**src/rtl/relay_buf_if.sv**
```systemverilog
//==============================================================================
// Module      : relay_buf_if
// Description : Handshake/data bundle between an upstream producer, the
//               relay_buf stage and its downstream consumer. The optional
//               overflow flag exists only when RELAY_BUF_OVERFLOW_EN is
//               defined.
// Revision    : 1.0 - initial release
//==============================================================================
`default_nettype none

interface relay_buf_if #(
  parameter int WIDTH = 16,
  parameter int DEPTH = 4
);
  localparam int c_cnt_w = $clog2(DEPTH + 1);

  logic                     enable;
  logic                     in_valid;
  logic signed [WIDTH-1:0]  in;
  logic                     _delay;
  logic                     delay_;
  logic                     valid;
  logic signed [WIDTH-1:0]  out;
  logic [c_cnt_w-1:0]       count;
`ifdef RELAY_BUF_OVERFLOW_EN
  logic                     overflow;
`endif

`ifdef RELAY_BUF_OVERFLOW_EN
  // Stage side: consumes controls and data, drives status and output.
  modport slave (
    input  enable, in_valid, in, _delay,
    output delay_, valid, out, count, overflow
  );

  // Environment side: drives controls and data, observes the stage.
  modport master (
    output enable, in_valid, in, _delay,
    input  delay_, valid, out, count, overflow
  );
`else
  // Stage side: consumes controls and data, drives status and output.
  modport slave (
    input  enable, in_valid, in, _delay,
    output delay_, valid, out, count
  );

  // Environment side: drives controls and data, observes the stage.
  modport master (
    output enable, in_valid, in, _delay,
    input  delay_, valid, out, count
  );
`endif

endinterface

`default_nettype wire

```
**src/rtl/relay_buf.sv**
```systemverilog
//==============================================================================
// Module      : relay_buf
// Description : Registered pass-through stage with a DEPTH-entry FIFO skid
//               buffer. Downstream stalls (_delay) park incoming data in the
//               FIFO; upstream back-pressure (delay_) is raised one slot
//               early so a producer that reacts a cycle late loses nothing.
//               An empty buffer bypasses straight to the output register.
//               WIDTH stands in for the datapath NUM_SIZE.
//               Optional feature macro: RELAY_BUF_OVERFLOW_EN adds a sticky
//               overflow flag that records any push dropped while full.
// Revision    : 1.0 - initial release
//==============================================================================
`default_nettype none

module relay_buf #(
  parameter int WIDTH = 16,
  parameter int DEPTH = 4     // legal range DEPTH >= 2, any integer
) (
  input  logic          clk,
  input  logic          reset,   // asynchronous, active low
  relay_buf_if.slave    bus
);

  localparam int c_cnt_w = $clog2(DEPTH + 1);
  localparam int c_ptr_w = $clog2(DEPTH);

  localparam logic [c_cnt_w-1:0] c_full       = c_cnt_w'(DEPTH);
  localparam logic [c_cnt_w-1:0] c_high_water = c_cnt_w'(DEPTH - 1);
  localparam logic [c_ptr_w-1:0] c_last_ptr   = c_ptr_w'(DEPTH - 1);

  // Storage and state
  logic signed [WIDTH-1:0]  r_mem [DEPTH];
  logic [c_ptr_w-1:0]       r_wr_ptr;
  logic [c_ptr_w-1:0]       r_rd_ptr;
  logic [c_cnt_w-1:0]       r_count;
  logic signed [WIDTH-1:0]  r_out;
  logic                     r_valid;
  logic                     r_delay;

  // Per-cycle decisions
  logic                     w_empty;
  logic                     w_full;
  logic                     w_push;
  logic                     w_pop;
  logic                     w_bypass;
  logic [c_cnt_w-1:0]       w_next_count;

  // Pointers wrap explicitly so non-power-of-two depths stay in range.
  function automatic logic [c_ptr_w-1:0] f_ptr_inc(input logic [c_ptr_w-1:0] p);
    return (p == c_last_ptr) ? '0 : p + 1'b1;
  endfunction

  // Decide push / pop / bypass for this cycle from enable, stall and occupancy.
  always_comb begin
    w_empty  = (r_count == '0);
    w_full   = (r_count == c_full);
    w_push   = 1'b0;
    w_pop    = 1'b0;
    w_bypass = 1'b0;
    if (bus.enable) begin
      if (!bus._delay) begin
        if (!w_empty) begin
          // Head leaves while a new item may enter; legal even when full.
          w_pop  = 1'b1;
          w_push = bus.in_valid;
        end else begin
          // Nothing queued ahead, so the input may skip the FIFO.
          w_bypass = bus.in_valid;
        end
      end else begin
        // Stalled: park the input if there is room, otherwise it is lost.
        w_push = bus.in_valid && !w_full;
      end
    end
  end

  // Occupancy after this edge; drives both count and the back-pressure flag.
  always_comb begin
    w_next_count = r_count;
    case ({w_push, w_pop})
      2'b10:   w_next_count = r_count + c_cnt_w'(1);
      2'b01:   w_next_count = r_count - c_cnt_w'(1);
      default: w_next_count = r_count;
    endcase
  end

  // FIFO storage write; contents need no reset because pointers gate reads.
  always_ff @(posedge clk) begin
    if (w_push) begin
      r_mem[r_wr_ptr] <= bus.in;
    end
  end

  // Pointer, occupancy and back-pressure bookkeeping; all hold while disabled.
  always_ff @(posedge clk or negedge reset) begin
    if (!reset) begin
      r_wr_ptr <= '0;
      r_rd_ptr <= '0;
      r_count  <= '0;
      r_delay  <= 1'b0;
    end else if (bus.enable) begin
      if (w_push) begin
        r_wr_ptr <= f_ptr_inc(r_wr_ptr);
      end
      if (w_pop) begin
        r_rd_ptr <= f_ptr_inc(r_rd_ptr);
      end
      r_count <= w_next_count;
      // Raised one slot early so a one-cycle-late upstream still fits.
      r_delay <= (w_next_count >= c_high_water);
    end
  end

  // Output register: load head or bypassed input, hold when stalled, clear when disabled.
  always_ff @(posedge clk or negedge reset) begin
    if (!reset) begin
      r_out   <= '0;
      r_valid <= 1'b0;
    end else if (!bus.enable) begin
      r_out   <= '0;
      r_valid <= 1'b0;
    end else if (w_pop) begin
      r_out   <= r_mem[r_rd_ptr];
      r_valid <= 1'b1;
    end else if (w_bypass) begin
      r_out   <= bus.in;
      r_valid <= 1'b1;
    end else if (!bus._delay) begin
      // Downstream took the last item and nothing replaces it; out keeps its value.
      r_valid <= 1'b0;
    end
  end

`ifdef RELAY_BUF_OVERFLOW_EN
  logic w_drop;
  logic r_overflow;

  assign w_drop = bus.enable && bus._delay && bus.in_valid && w_full;

  // Sticky record of any input lost to a full buffer; only reset clears it.
  always_ff @(posedge clk or negedge reset) begin
    if (!reset) begin
      r_overflow <= 1'b0;
    end else if (w_drop) begin
      r_overflow <= 1'b1;
    end
  end

  assign bus.overflow = r_overflow;
`endif

  assign bus.delay_ = r_delay;
  assign bus.valid  = r_valid;
  assign bus.out    = r_out;
  assign bus.count  = r_count;

endmodule

`default_nettype wire

```
**src/flat_wrapper.sv**
```systemverilog
// flat-port wrapper written by rule: the top's interface ports become plain ports
module relay_buf_flat 
#(
  parameter int WIDTH = 16,
  parameter int DEPTH = 4                                           
)
  (clk, reset, bus_enable, bus_in_valid, bus_in, bus__delay, bus_delay_, bus_valid, bus_out, bus_count);
  relay_buf_if #(.WIDTH(WIDTH), .DEPTH(DEPTH)) bus_i ();
  input  logic clk;
  input  logic reset;
  input wire logic [$bits(bus_i.enable)-1:0] bus_enable;
  input wire logic [$bits(bus_i.in_valid)-1:0] bus_in_valid;
  input wire logic [$bits(bus_i.in)-1:0] bus_in;
  input wire logic [$bits(bus_i._delay)-1:0] bus__delay;
  output wire logic [$bits(bus_i.delay_)-1:0] bus_delay_;
  output wire logic [$bits(bus_i.valid)-1:0] bus_valid;
  output wire logic [$bits(bus_i.out)-1:0] bus_out;
  output wire logic [$bits(bus_i.count)-1:0] bus_count;
  assign bus_i.enable = bus_enable;
  assign bus_i.in_valid = bus_in_valid;
  assign bus_i.in = bus_in;
  assign bus_i._delay = bus__delay;
  assign bus_delay_ = bus_i.delay_;
  assign bus_valid = bus_i.valid;
  assign bus_out = bus_i.out;
  assign bus_count = bus_i.count;
  relay_buf #(.WIDTH(WIDTH), .DEPTH(DEPTH)) u_core (.clk(clk), .reset(reset), .bus(bus_i));
endmodule
```
**config.mk**
```make
export PLATFORM = sky130hd
export DESIGN_NAME = relay_buf_flat
export DESIGN_NICKNAME = d
export VERILOG_FILES = /design/src/rtl/relay_buf_if.sv /design/src/rtl/relay_buf.sv /design/src/flat_wrapper.sv
export SDC_FILE = /design/constraint.sdc
export NUM_CORES = 1
export LEC_CHECK = 0
export ABC_AREA = 1
export CAP_MARGIN = 20
export CELL_PAD_IN_SITES_DETAIL_PLACEMENT = 1
export CELL_PAD_IN_SITES_GLOBAL_PLACEMENT = 1
export CORE_AREA = 3 3 97 99
export CTS_BUF_LIST = sky130_fd_sc_hd__clkbuf_4 sky130_fd_sc_hd__clkbuf_8
export DETAILED_ROUTE_END_ITERATION = 8
export DIE_AREA = 0 0 100 102
export PLACE_DENSITY = 0.79
export REMOVE_ABC_BUFFERS = 1
export SLEW_MARGIN = 5
export SYNTH_ARGS = -nofsm -noshare
export SYNTH_HDL_FRONTEND = slang
export SYNTH_SLANG_ARGS = --single-unit
export TNS_END_PERCENT = 30
```
**constraint.sdc**
```tcl
create_clock -name clk -period 2.55 [get_ports clk]
set_input_delay 0.51 -clock clk [delete_from_list [all_inputs] [get_ports clk]]
set_output_delay 0.51 -clock clk [all_outputs]
set_load 0.01 [all_outputs]
```
==> key figures, run 1 <==
Detailed routing
  • Drt via density: 5.196
  • Number of remaining DRC errors: 0
  • Initial DRC Count: 109
  • WL per Instance: 18.65 um
  • Total Wirelength: 10,460 um
  • Post-route ant nets: 0
  • Drt pass-1 iters: 6
  • Via count: 2,915

GRT
  • Initial antenna violation count: 0
  • Global-route wire length before repair: 16,440 um
  • GRT overflow: 0
  • Vias in the first global route: 3,202
  • Largest net degree at the start of global routing: 35
  • GR Util All Layers: 21.61%

Logic synthesis
  • Post-synthesis sequential area ratio: 64.61%
  • Unique masters post-synth: 20
  • Yosys warns: 0
  • Syn Inst Count: 390
  • Dominant cells by area after synthesis: edfxtp_1 (49%), dfrtp_1 (16%), nand2_1 (14%)
  • Average size of a mapped cell: 10.11 um2
  • Synth top area share: 48.75%
  • Synth Register Bits: 89
  • Post-synth top area cell: edfxtp_1
  • Netlist Area Pre-Place: 0.003943 mm2

CTS
  • Num CTS Buffers: 9
  • CTS sink count: 89
  • # hold bufs at CTS: 0
  • CTS tree: yes
  • CTS root buffer: clkbuf_8
  • Clock Pin Slew Worst Setup and Hold Paths: 0.08 ns
  • Max Root-Sink Buffers: 2
  • Setup bufs post-CTS: 0
  • Clock latency on the worst-skew pair: 0.35 ns
  • H-Tree Depth: 3
  • Post-CTS Resized: 0

Power
  • Pwr Density: 1001 mW/mm2
  • Total power draw: 4.765 mW
  • Maximum vdd drop: 0.0004545 V
  • Leakage: 2.044 nW

Worst setup path
  • Largest fanout on the critical path: 4
  • Crit path top cell by count: nor2_1
  • Critical Path RT: 2.80 ns
  • Critical Path AT: 2.59 ns
  • Startpoint Class: input pin
  • Worst setup EP type: register
  • Crit Path Class: in2reg
  • Worst-path cell chain: clkdlybuf4s50_1 -> inv_2 -> nor2_4 -> nand2_2 -> nand2_1 -> nand2_2 -> ha_1 -> fa_1 -> nor2_1 -> nor2_1 -> nand2_1 -> nor2_1 -> nor2_1 -> nand2_1
  • Slowest CP cell: clkdlybuf4s50_1
  • Slowest cell delay on critical path: 0.59 ns
  • Reg2Reg Setup Slack: 0.42 ns

Placed design
  • RD Place Congestion: 0.7667
  • Placed cell area: 0.004527 mm2
  • Port Buffers: 41
  • Hpwl dp: 6710 um
  • DP Worst Slack: -0.1259 ns

Timing
  • Final WS setup: 0.2099 ns
  • Fmax: 0.4273 GHz
  • Final setup viols: 0
  • Final-report max-slew violation count: 0
  • Worst slew pin tran: 0.5792 ns
  • Final Cycle Share: 91.77%
  • Clock skew: 0.006791 ns
  • Post-route minimum period: 2.340 ns
  • Slew HR: 61.33%
  • RSZ-0062 raised after global routing: no
  • Worst hold slack: 0.5062 ns
  • Final Hold Viols: 0

Cells and area
  • Final Util: 55.13%
  • Commonest non-fill, non-tap cell in the layout: nand2_1
  • Register Area: 0.002547 mm2
  • Nets: 476
  • Area occupied by multi-input gates: 0.001190 mm2
  • Fill count: 972
  • Most frequent cells in the layout: nand2_1 (149), edfxtp_1 (64), nand3_1 (52)
  • # diodes: 0
  • Share of post-route cells with drive strength above 1: 11.70%
  • Area growth syn-to-layout: 20.76%
  • Finished layout cell area: 0.004761 mm2

Status
  • Status: finished clean

Die
  • DIE AREA: 0.01020 mm2
  • Initial core utilization: 45.65%
  • DIE HEIGHT: 102 um
  • Die width: 100 um
  • Core ar.: 0.008636 mm2
  • Io pins: 42
  • Rows: 34

Job
  • Max_cap viols: 0

Hold path
  • Min-Delay Path Class: reg2reg
## layout make-up
type / instances / area share (%)
Tap cell: 108 / 2.838
Clock inverter: 4 / 1.577
Timing Repair Buffer: 64 / 12.25
Inverter: 19 / 1.498
Clock buffer: 12 / 3.338
Sequential cell: 89 / 53.51
Multi-Input combinational cell: 265 / 24.99
## routing by layer
metal	up-vias	wire length (um)	GRT usage, %
li1	1392	-	-
met1	1458	4425	25.88
met2	54	5592	39.25
met3	11	304	4.164
met4	0	140	7.254
met5	-	0	0
## registers in the layout (all words and copies together), names as in the netlist
| name | flops |
|---|---|
| u_core.r_rd_ptr | 2 |
| u_core.bus.delay_ | 1 |
| u_core.r_wr_ptr | 2 |
| u_core.bus.valid | 1 |
| u_core.r_mem | 64 |
| u_core.bus.out | 16 |
| u_core.bus.count | 3 |
## cells in the mapped netlist, drive strengths merged
| library cell | count |
|---|---|
| fa | 1 |
| nand4 | 1 |
| edfxtp | 64 |
| o21ai | 4 |
| nand3 | 53 |
| nand2 | 154 |
| dfrtp | 25 |
| buf | 17 |
| nor2 | 45 |
| xor2 | 1 |
| ha | 6 |
| inv | 19 |
## path summary, 6_finish.rpt
kind                       depth (start not counted)                 from                  end
max                                               14           bus_enable    u_core.bus.delay_
min                                                2     u_core.bus.valid     u_core.bus.valid
max reg2reg                                       13  u_core.bus.count[1]    u_core.bus.delay_
min reg2reg                                        2     u_core.bus.valid     u_core.bus.valid
max in group asynchronous                          2                reset   u_core.r_rd_ptr[0]
min in group asynchronous                          2                reset  u_core.bus.count[0]
## critical path, delay by kind of cell
family,cells,cell delay (ns)
fa+ha+maj,2,0.66
buf+inv,2,0.68
simple gates,10,0.74
## through the flow
step                std cells  setup TNS (ns)
global route              561               0
detailed placement        545         -0.2465
finish                    561               0
CTS                       561               0
global placement          545        -0.04718
floorplan                 373               0
## cell families (layout without fill, tap and decap cells)
kind of cell    count (synthesis)  after routing  share of synthesized area (%)
xor+xnor                        1              1                         0.2222
simple gates                  253            253                          27.04
compound gates                  4              4                         0.5078
flops                          89             89                          64.61
fa+ha+maj                       7              7                          2.412
buf+inv                        36             99                          5.205
## power by group
part	switching [mW]	internal [mW]
registers	0.165	1.78
clock network	0.499	0.617
logic	1.08	0.625
Note: power is estimated with default switching activity, not from simulation.
==> run 2: changes to the inputs <==
ABC_AREA = not set   (was 1)
CORE_AREA = 3 3 92 94   (was 3 3 97 99)
DIE_AREA = 0 0 95 97   (was 0 0 100 102)
HOLD_SLACK_MARGIN = 0.1   (was not set)
PLACE_DENSITY = 0.78   (was 0.79)
==> run 2 against run 1 <==
Effect of this change:
- sequential cell count did not move
- total power fell by 10%
- setup slack got worse by 0.033 ns
- final cell count fell by 30%
- clock power fell by 24%
- critical endpoint unchanged
- largest cell class unchanged
- largest power group unchanged
==> key figures, run 2 <==
Logic synthesis
  • Unique masters post-synth: 33
  • Post-synth top area cell: edfxtp_1
  • Post-synthesis sequential area ratio: 67.62%
  • EDFF count, synth: 64
  • Post-synth ARST share: 28.09%
  • Primary FF master, synth: edfxtp_1
  • Synth top area share: 51.01%
  • Top post-synthesis cells by count: edfxtp_1 (64), dfrtp_1 (25), nor2_1 (20)
  • Average size of a mapped cell: 16.67 um2
  • Yosys warns: 0
  • Syn Inst Count: 226
  • Synth Register Bits: 89
  • Most frequent cell after synthesis: edfxtp_1
  • Dominant cells by area after synthesis: edfxtp_1 (51%), dfrtp_1 (17%), mux4_2 (9.6%)
  • Netlist Area Pre-Place: 0.003767 mm2

Placed design
  • Hpwl dp: 5333 um
  • Placed cell area: 0.004393 mm2
  • DP Worst Slack: -0.3534 ns
  • RD Place Congestion: 0.8132
  • Port Buffers: 41

Detailed routing
  • Post-route ant nets: 0
  • Total Wirelength: 7894 um
  • Initial DRC Count: 116
  • Drt pass-1 iters: 4
  • Via count: 2,140
  • WL per Instance: 20.09 um
  • Number of remaining DRC errors: 0
  • Drt via density: 5.445

Timing
  • Final WS setup: 0.1772 ns
  • Final setup viols: 0
  • Final Cycle Share: 93.05%
  • Post-route minimum period: 2.373 ns
  • Final Hold Viols: 0
  • Clock skew: 0.006797 ns
  • Worst slew pin tran: 0.7395 ns
  • Slew HR: 50.70%
  • Fmax: 0.4215 GHz
  • Final-report max-slew violation count: 0
  • RSZ-0062 raised after global routing: no

Power
  • Leakage: 1.642 nW
  • Maximum vdd drop: 0.0004049 V
  • Pwr Density: 937.8 mW/mm2
  • Total power draw: 4.281 mW

GRT
  • GR Util All Layers: 18.60%
  • Initial antenna violation count: 0
  • Global-route wire length before repair: 12,480 um
  • Vias in the first global route: 2,306
  • Largest net degree at the start of global routing: 26
  • GRT overflow: 0

Cells and area
  • Most frequent cells in the layout: edfxtp_1 (64), clkdlybuf4s50_1 (40), dfrtp_1 (24)
  • Share of post-route cells with drive strength above 1: 23.02%
  • Max FFs per register: 64
  • Nets: 314
  • Area growth syn-to-layout: 21.16%
  • # diodes: 0
  • Finished layout cell area: 0.004564 mm2
  • Biggest register: u_core.r_mem
  • Commonest non-fill, non-tap cell in the layout: edfxtp_1

CTS
  • Max Root-Sink Buffers: 2
  • Clock latency on the worst-skew pair: 0.34 ns
  • Num CTS Buffers: 9
  • # hold bufs at CTS: 0
  • CTS sink count: 89
  • Clock Pin Slew Worst Setup and Hold Paths: 0.09 ns
  • CTS tree: yes
  • CTS root buffer: clkbuf_8
  • H-Tree Depth: 3

Worst setup path
  • Reg2Reg Setup Slack: 0.21 ns
  • FF-to-FF Start: u_core.bus.count[2]
  • Worst setup EP type: register
  • Worst path bufs/invs: 2
  • Worst r2r dst: u_core.bus.delay_
  • Largest fanout on the critical path: 4
  • Critical Path AT: 2.63 ns
  • Startpoint Class: input pin
  • Critical Path RT: 2.81 ns
  • CP delay by family, top: adder cells
  • Crit Path Class: in2reg
  • Worst-path cell chain: clkdlybuf4s50_1 -> o311a_1 -> inv_1 -> ha_1 -> fa_1 -> xnor2_1 -> or3_1 -> a41oi_1
  • Slowest CP cell: clkdlybuf4s50_1
  • Worst Reg-to-Reg Cells: 8
  • Slowest cell delay on critical path: 0.52 ns

Hold path
  • Min-Delay Path Class: reg2reg
  • Hold depth: 2
  • Hold EP: u_core.bus.out[0]
  • Hold_sp: u_core.bus.out[0]

Die
  • Initial core utilization: 48.75%
  • DIE AREA: 0.009215 mm2
  • Io pins: 42
  • Rows: 32
  • DIE HEIGHT: 97 um
  • Die width: 95 um
  • Core ar.: 0.007727 mm2

Status
  • Status: finished clean

Job
  • Max_cap viols: 0
run 2: changes by cell type after synthesis, moves of 3 or more:
| cell | delta |
|---|---|
| and2_1 | +4 |
| buf_6 | -3 |
| inv_1 | +6 |
| inv_2 | -6 |
| mux2_2 | +3 |
| mux4_2 | +16 |
| nand2_1 | -148 |
| nand2_4 | -3 |
| nand3_1 | -51 |
| nor2_1 | -23 |
| nor3_1 | +16 |
| o32ai_1 | +7 |
| o32ai_2 | +9 |
run 2: how the worst max path moves through the flow:
| stage | depth (start not counted) | start | slack, ns | end |
|---|---|---|---|---|
| global route | 8 | u_core.bus.count[2] | 0.03 | u_core.bus.delay_ |
| finish | 8 | bus_enable | 0.18 | u_core.bus.delay_ |
| detailed placement | 9 | bus__delay | -0.35 | u_core.bus.delay_ |
| global placement | 9 | bus__delay | -0.20 | u_core.bus.delay_ |
| floorplan | 7 | u_core.bus.count[2] | 0.11 | u_core.bus.delay_ |
| CTS | 8 | u_core.bus.count[2] | 0.14 | u_core.bus.delay_ |
run 2: final cells by class:
type                       instances  area, um2
fill                             729       3163
sequential                        89       2549
multi-input combinational        104       1046
timing repair buffer              63      599.3
clock buffer                      11      138.9
tap                              102      127.6
inverter                          19      71.32
clock inverter                     5      32.53
run 2: metrics by stage:
stage               utilization, %  instances  TNS (ns)  hold slack, ns
finish                       59.07        393         0          0.5136
global route                 59.07        393         0          0.5517
CTS                          59.05        393         0          0.5253
detailed placement           56.85        377   -0.6583          0.5029
global placement             56.85        377   -0.3225          0.4974
floorplan                        -        212         0          0.2144
run 2: logic make-up (layout without fill, tap and decap cells):
logic type | after synthesis | count (layout) | share of synthesized area (%)
flops | 89 | 89 | 67.62
simple gates | 51 | 51 | 6.808
buf+inv | 33 | 98 | 4.616
compound gates | 21 | 21 | 6.443
mux | 21 | 21 | 11.06
fa+ha+maj | 7 | 7 | 2.524
xor+xnor | 4 | 4 | 0.9301
run 2: power by group:
group / internal [mW] / switching (mW)
Sequential: 1.80 / 0.165
Combinational: 0.764 / 0.703
Clock: 0.375 / 0.473
run 2: repair_timing:
item | in CTS | in global routing
buffers inserted | 0 | 0
gates resized for setup | 1 | 1
endpoints found under the setup margin | 1 | 1
run 2: tightest hold or removal path, cell delays in order (launching register included):
cell     delay (ns)
dfrtp_1        0.35
inv_1          0.05
o32ai_2        0.07
run 2: layer usage:
| metal | routed length (um) | share of wire, % | track usage [%] | up-vias |
|---|---|---|---|---|
| met4 | 108 | 1.4 | 6.326 | 0 |
| li1 | - | - | - | 976 |
| met5 | 0 | 0 | 0 | - |
| met1 | 3405 | 43 | 25.24 | 1104 |
| met3 | 318 | 4.0 | 3.033 | 8 |
| met2 | 4062 | 51 | 30.37 | 52 |
==> run 3: changes to the inputs <==
SKIP_CTS_REPAIR_TIMING = 1   (was not set)
==> run 3 against run 2 <==
Effect of this change:
- critical path depth unchanged
- final cell count unchanged
- via count about the same
- total power increased by 0.66%
- sequential cell count unchanged
- routed wire length increased by 0.29%
- non-clock buffer count unchanged
- sequential power about the same
- clock skew about the same
- register-to-register slack got worse by 0.05 ns
- setup slack got worse by 0.015 ns
- largest power group unchanged
- highest routed layer unchanged
==> key figures, run 3 (same netlist as run 2, synthesis figures left out) <==
Cells and area
  • Share of post-route cells with drive strength above 1: 23.71%
  • Nets: 314
  • Area growth syn-to-layout: 21.72%
  • Commonest non-fill, non-tap cell in the layout: edfxtp_1
  • Max FFs per register: 64
  • Most frequent cells in the layout: edfxtp_1 (64), clkdlybuf4s50_1 (40), dfrtp_1 (25)
  • Biggest register: u_core.r_mem
  • # diodes: 0

Detailed routing
  • WL per Instance: 20.15 um
  • Total Wirelength: 7917 um
  • Via count: 2,142
  • Initial DRC Count: 140
  • Drt pass-1 iters: 4
  • Drt via density: 5.450
  • Post-route ant nets: 0
  • Number of remaining DRC errors: 0

GRT
  • M3 GR Usage: 3.033%
  • Met2 Usage GRT: 30.37%
  • Global-route wire length before repair: 12,480 um
  • GRT overflow: 0
  • Busiest grt layer: met2
  • Initial antenna violation count: 0
  • Largest net degree at the start of global routing: 26
  • GR Util All Layers: 18.60%
  • Vias in the first global route: 2,306
  • Met1 Track Usage GR: 25.24%

Power
  • Maximum vdd drop: 0.0004058 V
  • Leakage: 1.654 nW
  • Pwr Density: 939.6 mW/mm2
  • Total power draw: 4.309 mW

CTS
  • CTS root buffer: clkbuf_8
  • CTS sink count: 89
  • Max Root-Sink Buffers: 2
  • H-Tree Depth: 3
  • Clock Pin Slew Worst Setup and Hold Paths: 0.08 ns
  • Num CTS Buffers: 9
  • Clock latency on the worst-skew pair: 0.34 ns
  • CTS tree: yes

Job
  • Max_cap viols: 0

Die
  • Rows: 32
  • Core ar.: 0.007727 mm2
  • Io pins: 42
  • Initial core utilization: 48.75%
  • DIE HEIGHT: 97 um
  • Die width: 95 um
  • DIE AREA: 0.009215 mm2

Timing
  • Clock skew: 0.006363 ns
  • Final Hold Viols: 0
  • RSZ-0062 raised after global routing: no
  • Final-report max-slew violation count: 0
  • Fmax: 0.4188 GHz
  • Post-route minimum period: 2.388 ns
  • Worst hold slack: 0.4997 ns
  • Slew HR: 50.96%
  • Final Cycle Share: 93.65%
  • Final setup viols: 0
  • Worst slew pin tran: 0.7356 ns

Worst setup path
  • Slowest cell delay on critical path: 0.54 ns
  • Worst path bufs/invs: 1
  • Crit Path Class: reg2reg
  • Worst setup EP type: register
  • Worst-path cell chain: xor2_1 -> o311a_1 -> inv_1 -> ha_1 -> fa_1 -> xnor2_1 -> or3_1 -> a41oi_2
  • Critical Path RT: 2.81 ns
  • CP delay by family, top: adder cells
  • FF-to-FF Start: u_core.bus.count[2]
  • Slowest CP cell: dfrtp_1
  • Reg2Reg Setup Slack: 0.16 ns
  • Startpoint Class: register
  • Critical Path AT: 2.65 ns
  • Worst Reg-to-Reg Cells: 8
  • Largest fanout on the critical path: 8
  • Worst r2r dst: u_core.bus.delay_

Hold path
  • Min-Delay Path Class: in2reg
  • Hold depth: 3
  • Hold_sp: bus__delay
  • Hold EP: u_core.bus.valid

Status
  • Status: finished clean

Placed design
  • Hpwl dp: 5333 um
  • Port Buffers: 41
  • RD Place Congestion: 0.8132
[run 3: cell types whose count changed in the layout (fill, tap and decap cells not counted), sizes merged]
cell          delta
dlygate4sd2      -1
dlymetal6s2s     +1
[run 3: per-stage QoR]
step | setup TNS [ns] | setup WS, ns | instance area [um2] | util (%) | std cells
after floorplan | 0 | 0.1144 | 3665 | - | 212
after global placement | -0.3225 | -0.2001 | 4393 | 56.85 | 377
after detailed placement | -0.6583 | -0.3534 | 4393 | 56.85 | 377
after CTS | -0.0001854 | -0.0001854 | 4564 | 59.07 | 393
after global routing | 0 | 0.05076 | 4586 | 59.34 | 393
final | 0 | 0.1620 | 4586 | 59.34 | 393
[run 3: power by group]
group	internal (mW)	total, mW	switching, mW	leakage, nW
Clock	0.375	0.849	0.474	0.0842
Combinational	0.776	1.49	0.714	0.675
Sequential	1.80	1.97	0.171	0.895
[run 3: final cells by class]
class / count / area (um2)
clock inverters: 5 / 32.53
inverters: 19 / 71.32
fillers: 729 / 3142
flip-flops and latches: 89 / 2547
well taps: 102 / 127.6
multi-input cells: 104 / 1065
repair buffers: 63 / 603.1
clock buffers: 11 / 138.9
[run 3: worst max-delay path by stage]
stage | endpoint | start | cells past startpoint
CTS | u_core.bus.delay_ | bus__delay | 9
global placement | u_core.bus.delay_ | bus__delay | 9
finish | u_core.bus.delay_ | u_core.bus.count[2] | 8
floorplan | u_core.bus.delay_ | u_core.bus.count[2] | 7
detailed placement | u_core.bus.delay_ | bus__delay | 9
global route | u_core.bus.delay_ | u_core.bus.count[2] | 8
[run 3: worst min-delay path, cell delays in order]
cell and delay (ns):
dlymetal6s2s_1 0.16, nand3_1 0.08, nand2_1 0.05
[run 3: layer usage]
metal	routed length, um	vias up
met3	298	8
met2	4080	50
met4	108	0
met5	0	-
met1	3429	1108
li1	-	976
